[config.mk]
export PLATFORM = sky130hd
export DESIGN_NAME = rom_scanner
export DESIGN_NICKNAME = d
export VERILOG_FILES = /design/src/rtl/rom_scanner.sv
export SDC_FILE = /design/constraint.sdc
export NUM_CORES = 1
export LEC_CHECK = 0
export CAP_MARGIN = 20
export CELL_PAD_IN_SITES_DETAIL_PLACEMENT = 1
export CELL_PAD_IN_SITES_GLOBAL_PLACEMENT = 1
export CORE_MARGIN = 1
export CORE_UTILIZATION = 36
export CTS_CLUSTER_SIZE = 12
export DETAILED_ROUTE_END_ITERATION = 6
export PLACE_DENSITY_LB_ADDON = 0.08
export SETUP_SLACK_MARGIN = 0.4
export SLEW_MARGIN = 0
export SYNTH_ARGS = -nofsm -noshare
export SYNTH_HDL_FRONTEND = slang
export SYNTH_SLANG_ARGS = --single-unit
[constraint.sdc]
create_clock -name clk -period 2.3 [get_ports clk]
set_input_delay 0.345 -clock clk [delete_from_list [all_inputs] [get_ports clk]]
set_output_delay 0.345 -clock clk [all_outputs]
set_load 0.005 [all_outputs]
[src/rtl/rom_scanner.sv]
// rom_scanner
//   Walks a ROM in x-major order, (0,0) .. (ROWS-1, COLS-1), and streams
//   each word out with its coordinates over a valid/ready interface.
//
// Handshake: a word moves from producer to consumer on a rising edge where
//   pix_valid and pix_ready are both 1. While pix_valid=1 and pix_ready=0,
//   pix_data/pix_x/pix_y/pix_last hold stable. pix_ready is ignored while
//   pix_valid=0. pix_valid never drops without a transfer.
//
// Ports
//   clk        in   clock, rising edge
//   rst_n      in   asynchronous active-low reset
//   start      in   scan request (ignored while busy)
//   address_x  out  ROM row address (registered)
//   address_y  out  ROM column address (registered)
//   data       in   ROM word, combinational from address_x/address_y
//   pix_data   out  registered ROM word
//   pix_x      out  row index of pix_data
//   pix_y      out  column index of pix_data
//   pix_valid  out  pix_* holds a word
//   pix_ready  in   consumer accepts the word this cycle
//   pix_last   out  pix_data is element (ROWS-1, COLS-1)
//   busy       out  state is not IDLE
//   done       out  one-cycle pulse after the last word is accepted
module rom_scanner #(
  parameter int ROWS = 10,
  parameter int COLS = 20,
  parameter int AW   = 10,
  parameter int DW   = 12
) (
  input  logic          clk,
  input  logic          rst_n,
  input  logic          start,
  output logic [AW-1:0] address_x,
  output logic [AW-1:0] address_y,
  input  logic [DW-1:0] data,
  output logic [DW-1:0] pix_data,
  output logic [AW-1:0] pix_x,
  output logic [AW-1:0] pix_y,
  output logic          pix_valid,
  input  logic          pix_ready,
  output logic          pix_last,
  output logic          busy,
  output logic          done
);

  typedef enum logic [1:0] {
    IDLE  = 2'd0,
    SCAN  = 2'd1,
    FLUSH = 2'd2
  } state_t;

  localparam logic [AW-1:0] LAST_X = AW'(ROWS - 1);
  localparam logic [AW-1:0] LAST_Y = AW'(COLS - 1);

  state_t state;
  state_t state_next;

  logic xfer;
  logic load;
  logic at_row_end;
  logic at_end;

  assign xfer       = pix_valid & pix_ready;
  // The output register can take a new word when it is empty or is being
  // drained this same cycle.
  assign load       = (state == SCAN) && (!pix_valid || pix_ready);
  assign at_row_end = (address_y == LAST_Y);
  assign at_end     = at_row_end && (address_x == LAST_X);
  assign busy       = (state != IDLE);

  // State register
  always_ff @(posedge clk or negedge rst_n) begin
    if (!rst_n) begin
      state <= IDLE;
    end else begin
      state <= state_next;
    end
  end

  // Next-state logic
  always_comb begin
    state_next = state;
    case (state)
      IDLE:    if (start) state_next = SCAN;
      SCAN:    if (load && at_end) state_next = FLUSH;
      FLUSH:   if (xfer && pix_last) state_next = IDLE;
      default: state_next = IDLE;
    endcase
  end

  // Address counters and output register
  always_ff @(posedge clk or negedge rst_n) begin
    if (!rst_n) begin
      address_x <= '0;
      address_y <= '0;
      pix_data  <= '0;
      pix_x     <= '0;
      pix_y     <= '0;
      pix_valid <= 1'b0;
      pix_last  <= 1'b0;
      done      <= 1'b0;
    end else begin
      done <= 1'b0;
      if (load) begin
        pix_data  <= data;
        pix_x     <= address_x;
        pix_y     <= address_y;
        pix_valid <= 1'b1;
        pix_last  <= at_end;
        // The final element leaves the addresses parked at the last
        // coordinate until the flush completes.
        if (!at_end) begin
          if (at_row_end) begin
            address_y <= '0;
            address_x <= address_x + AW'(1);
          end else begin
            address_y <= address_y + AW'(1);
          end
        end
      end else if (xfer) begin
        pix_valid <= 1'b0;
        pix_last  <= 1'b0;
        if (state == FLUSH) begin
          done      <= 1'b1;
          // Return to the origin so IDLE always presents (0,0).
          address_x <= '0;
          address_y <= '0;
        end
      end
    end
  end

endmodule

==> flow_summary.ini <==
[logic_synthesis]
syn_nets = 303
synth-seq-cells = 57
synth.distinct_cells = 49
synthCells = 284
ys.flop_type = dfrtp_1
syn_avg_cell_area_um2 = 9.494
ys_async_sr_fraction_pct = 100.0
yosysWarnings = 0
synth-edff-count = 0
netlist_area_um2 = 2696
ys_seq_area_share_pct = 52.90

[routing]
dr.pass1.iters = 4
route.detailed.drc = 0
avgRoutedWirePerCell_um = 16.49
drt_iter0_drc = 143
vias = 2507
vias_per_cell = 5.212
drtAntennaViolNets = 0
wl_um = 7934

[floorplan]
die-area_um2 = 7840
pin_count = 72
die_h_um = 88.55
start_util_pct = 37.17
die_w_um = 88.55
rows = 31
coreArea_um2 = 7253

[pwr]
vdd_ir_drop_max_mv = 0.4368
power_density_nw_per_um2 = 780.3
p_leak_nw = 1.807
power_w = 0.003052

[sta]
period_minus_slack_ns = 1.838
final.setup_skew_ns = 0.006152
setup_slack_ns = 0.4615
fmax_mhz = 543.9
slew_viol_final = 0
hold_viol = 0
whs_ns = 0.4736
setup_viol = 0
worst_pin_slew_ns = 0.4705
rsz0062_at_grt = false
relSlewSlack_pct = 68.19
fin_tns_setup_ns = 0
timing.final.crit_share_pct = 79.93

[clocking]
clkTransAtPathRegs_ns = 0.06
insertion_delay_ns = 0.33
cts-htree-levels = 3
clk_path_buf_depth = 2
cts-root-buf = clkbuf_8
cts_tree = yes
cts_made_buffers = 9
cts.sinks = 57

[placed_design]
placed_cells = 453
port-buffer-count = 71
dp_hpwl_um = 5550
gp_congestion = 0.7962
place_ws_ns = 0.1947

[setup_path]
crit_type = flop to output port
arrival_ns = 1.49
crit_chain = or2_2 > clkdlybuf4s50_1
cp_max_fo = 5
r2r_slack_ns = 0.49
cp_slowest_stage_delay_ns = 0.44
cp_slowest_cell = clkdlybuf4s50_1
crit_required_ns = 1.96
cp_top_family = buffers and inverters
critical_path.endpoint_type = output port
worst-path-buf-inv = 1
r2r_cells = 5
path_depth = 2
cp-start-kind = flop

[global_route]
grt_pass1_vias = 2512
grt_overflow = 0
grt_util_all_layers_pct = 21.52
grt_max_degree = 39
antenna_found_initial = 0
grt_pass1_wl_um = 12700

[flow_run]
cap_violations = 0

[finish]
antenna_cells = 0
regArea_um2 = 1433
layout.nets = 396
finalNonFillerCells = 481
nFillCells = 844
drive_gt1_share_pct = 15.97
multi_input_area_um2 = 1234
syn2layout_area_growth_pct = 45.06

[min_path]
hold_path.class = flop to flop
holdPathStages = 2

[run_status]
status = finished clean
## state kept, by name (all words and copies together), names as in the netlist
signal	cells
pix_y	10
pix_last	1
done	1
address_y	10
state	2
address_x	10
pix_valid	1
pix_x	10
pix_data	12
## where the power goes
part	total, W	switching [W]	internal (W)
logic	0.000911	0.000401	0.000510
registers	0.00131	0.000164	0.00115
clock network	0.000826	0.000381	0.000445
## Yosys cell counts (all sizes together) (2+ instances only)
cell	count	area share, %
a21o	2	0.56
nor4b	5	2.4
xor2	2	0.65
o221ai	3	0.97
inv	7	0.97
and4b	2	0.79
a31oi	7	1.6
nand2	98	14
a221o	3	1.1
nand2b	3	0.70
o21ai	10	1.9
nor2b	3	0.70
ha	3	1.4
and3	7	1.7
dfrtp	57	53
a41oi	5	1.6
and2	2	0.46
a22o	2	0.65
or3	2	0.46
nor3b	2	0.56
nand3	12	2.2
clkbuf	5	0.70
a21oi	2	0.37
nor2	7	0.97
buf	9	1.7
nor3	4	0.93
o41a	2	0.84
nand4	4	0.93
## timing repair
action                                  in CTS  in global routing
setup buffers                                4                  7
gates resized for setup                      5                  7
hold endpoints to repair                    14                  0
pin swaps                                    2                  2
endpoints found under the setup margin      21                 22
hold buffers                                 1                  0
## metrics by stage
step           cell area (um^2)  utilization, %
2_1_floorplan              2700               -
3_3_place_gp               3592           49.53
3_5_place_dp               3592           49.53
4_1_cts                    3830           52.80
5_1_grt                    3911           53.92
6_report                   3911           53.92
## kinds of logic after synthesis
group / after synthesis / share of synthesized area [%]
buffers and inverters: 21 / 3.388
flip-flops: 57 / 52.90
XOR/XNOR: 2 / 0.6498
adder cells (fa/ha/maj): 3 / 1.392
AND/OR/NAND/NOR: 157 / 28.72
AO/OA/AOI/OAI: 42 / 12.02
multiplexers: 2 / 0.9279
## final timing paths
kind | start | end
worst min-delay path | pix_y[3]$_DFFE_PN0P_ | pix_y[3]$_DFFE_PN0P_
min in group asynchronous | rst_n | pix_y[1]$_DFFE_PN0P_
worst max register to register | address_x[2]$_DFFE_PN0P_ | address_x[4]$_DFFE_PN0P_
max in group asynchronous | rst_n | state[0]$_DFFE_PN0P_
worst max-delay path | state[0]$_DFFE_PN0P_ | busy
worst min register to register | pix_y[3]$_DFFE_PN0P_ | pix_y[3]$_DFFE_PN0P_
## layout by cell type (no fill, tap or decap), drive strengths merged, types with 2 or more instances in the layout
cell and n:
a21o 2, a21oi 2, a221o 3, a22o 2, a31oi 7, a41oi 5, and2 2, and3 7
and4b 2, buf 25, clkbuf 13, clkdlybuf4s50 70, clkinv 3, dfrtp 57, ha 3, inv 7
nand2 98, nand2b 3, nand3 12, nand4 4, nor2 7, nor2b 3, nor3 4, nor3b 2
nor4b 5, o21ai 10, o221ai 3, o41a 2, or3 2, xor2 2
## worst min-delay path: stages, from the launching register on
cell	delay, ns
dfrtp_1	0.34
nand2_1	0.05
nand2_1	0.05
## per-layer routing
layer / part of all wire, % / track usage (%)
met4: 0.92 / 6.598
met5: 0 / 0
met2: 48 / 35.87
met3: 5.2 / 5.410
met1: 46 / 27.58
## area by class of cell
class	instances	share of cell area [%]
clock buffers	13	4.063
clock inverters	3	0.3839
inverters	7	0.6718
multi-input cells	206	31.54
flip-flops and latches	57	36.63
well taps	99	3.167
repair buffers	96	23.54
Note: power is estimated with default switching activity, not from simulation.
==> patch (same settings) <==
`AW`: 10 -> 9.
--- a/src/rtl/rom_scanner.sv
+++ b/src/rtl/rom_scanner.sv
@@ -27,3 +27,3 @@
   parameter int COLS = 20,
-  parameter int AW   = 10,
+  parameter int AW   = 9,
   parameter int DW   = 12
Interface: changed (resized address_x, address_y, pix_x and pix_y); port bits go from 72 to 68. The function was not compared with the original's and may differ.
==> patch against the original RTL <==
Setup slack got worse by 0.026 ns; sequential cell count down 4; core utilization down 0.65 points; routed wire length decreased by 17%; synthesized cell count is 9.5% lower; power shrank 11%; synthesized area decreased by 11%; design area fell by 13%; critical endpoint is now address_x[1]$_DFFE_PN0P_.
==> patch: results <==
metrics = {
    "outcome": {
        "status": "complete, no violations",
    },
    "setup_path": {
        "crit_family": "simple AND/OR/NAND/NOR gates",
        "slowest_stage": "or4b_4",
        "cp_slowest_stage_delay_ns": 0.49,
    },
    "grt": {
        "grt_usage_pct": 19.8,
        "grt_pass1_wl_um": 11100,
        "grt_pass1_vias": 2197,
    },
    "detailed_routing": {
        "drt_iter0_markers": 82,
        "wirelength_um": 6620,
        "drt-vias-per-instance": 5.21,
    },
    "hold_path": {
        "worstHoldPathType": "input pin to async pin",
    },
    "pwr": {
        "worst_ir_drop_vdd_uv": 423,
        "internal_power_w": 0.00184,
        "power.leakage_nw": 1.55,
    },
    "placed_design": {
        "dp.cells": 402,
        "place_area_um2": 3220,
        "dp_hpwl_um": 4430,
        "port_buffers": 67,
        "place_congestion": 0.736,
    },
    "synthesis": {
        "yosysUniqueCellTypes": 38,
        "synthesis.nets": 276,
        "ys_seq_area_share_pct": 55.4,
    },
    "timing": {
        "fin_skew_ns": 0.00962,
        "maxSlewHeadroom_pct": 53.9,
    },
    "cells_and_area": {
        "fin_nets": 356,
        "drive_gt1_share_pct": 11.5,
    },
}
## patch: cell types whose count changed in the layout (fill, tap and decap cells not counted), sizes merged, moves of 5 or more
cell    unedited run  this run
nand3             12         6
a31oi              7        13
buf               25        17
a41oi              5         0
clkbuf            13         6
and3               7         2
nand2             98        93
## patch: cells by family after synthesis
group           count (synthesis)  synth area share, %
compound gates                 40                 10.8
buf+inv                        17                 2.98
flops                          53                 55.4
fa+ha+maj                       3                 1.57
simple gates                  142                 28.4
mux                             2                0.888
## patch: timing repair
item                       4_1_cts  5_1_grt
resized for setup                3        7
gates cloned                     0        0
buffers inserted                 4        1
setup endpoints to repair       29       19
pin swaps                        1        3
## patch: worst paths after layout
| kind | from | to | slack, ns |
|---|---|---|---|
| min | rst_n | pix_y[8]$_DFFE_PN0P_ | 0.16 |
| max | address_y[1]$_DFFE_PN0P_ | address_x[1]$_DFFE_PN0P_ | 0.44 |
| min reg2reg | pix_data[1]$_DFFE_PN0P_ | pix_data[1]$_DFFE_PN0P_ | 0.48 |
| max in group asynchronous | rst_n | address_x[1]$_DFFE_PN0P_ | 1.68 |
| max reg2reg | address_y[1]$_DFFE_PN0P_ | address_x[1]$_DFFE_PN0P_ | 0.44 |
| min in group clk | pix_data[1]$_DFFE_PN0P_ | pix_data[1]$_DFFE_PN0P_ | 0.48 |
## patch: stage by stage
step / worst slack, ns / total power (W) / TNS (ns)
final: 0.435 / 0.00270 / 0
after global routing: 0.378 / 0.00288 / 0
after CTS: 0.402 / 0.00267 / 0
after detailed placement: -0.0495 / 0.00212 / -0.406
after global placement: 0.00468 / 0.00210 / 0
after floorplan: 0.295 / 0.00160 / 0
## patch: layer usage
metal | part of all wire, % | vias up | track usage (%)
met5 | 0 | - | 0
met2 | 49 | 37 | 32.4
li1 | - | 1047 | -
met3 | 3.0 | 5 | 3.66
met4 | 0.94 | 0 | 4.78
met1 | 47 | 1072 | 27.1
## patch: final cells by class
class	count	area, um2
multi-input cells	187	1070
clock inverters	2	10.0
flip-flops and latches	53	1330
fillers	724	2980
clock buffers	6	72.6
inverters	7	26.3
well taps	77	96.3
repair buffers	83	798
## patch: power by group through the flow
stage	Combinational (W)	Clock, W	Sequential [W]
2_1_floorplan	0.000343	0	0.00126
6_report	0.000954	0.000518	0.00123
4_1_cts	0.000917	0.000532	0.00122
3_5_place_dp	0.000877	0	0.00125
3_3_place_gp	0.000860	0	0.00124
5_1_grt	0.00105	0.000579	0.00126
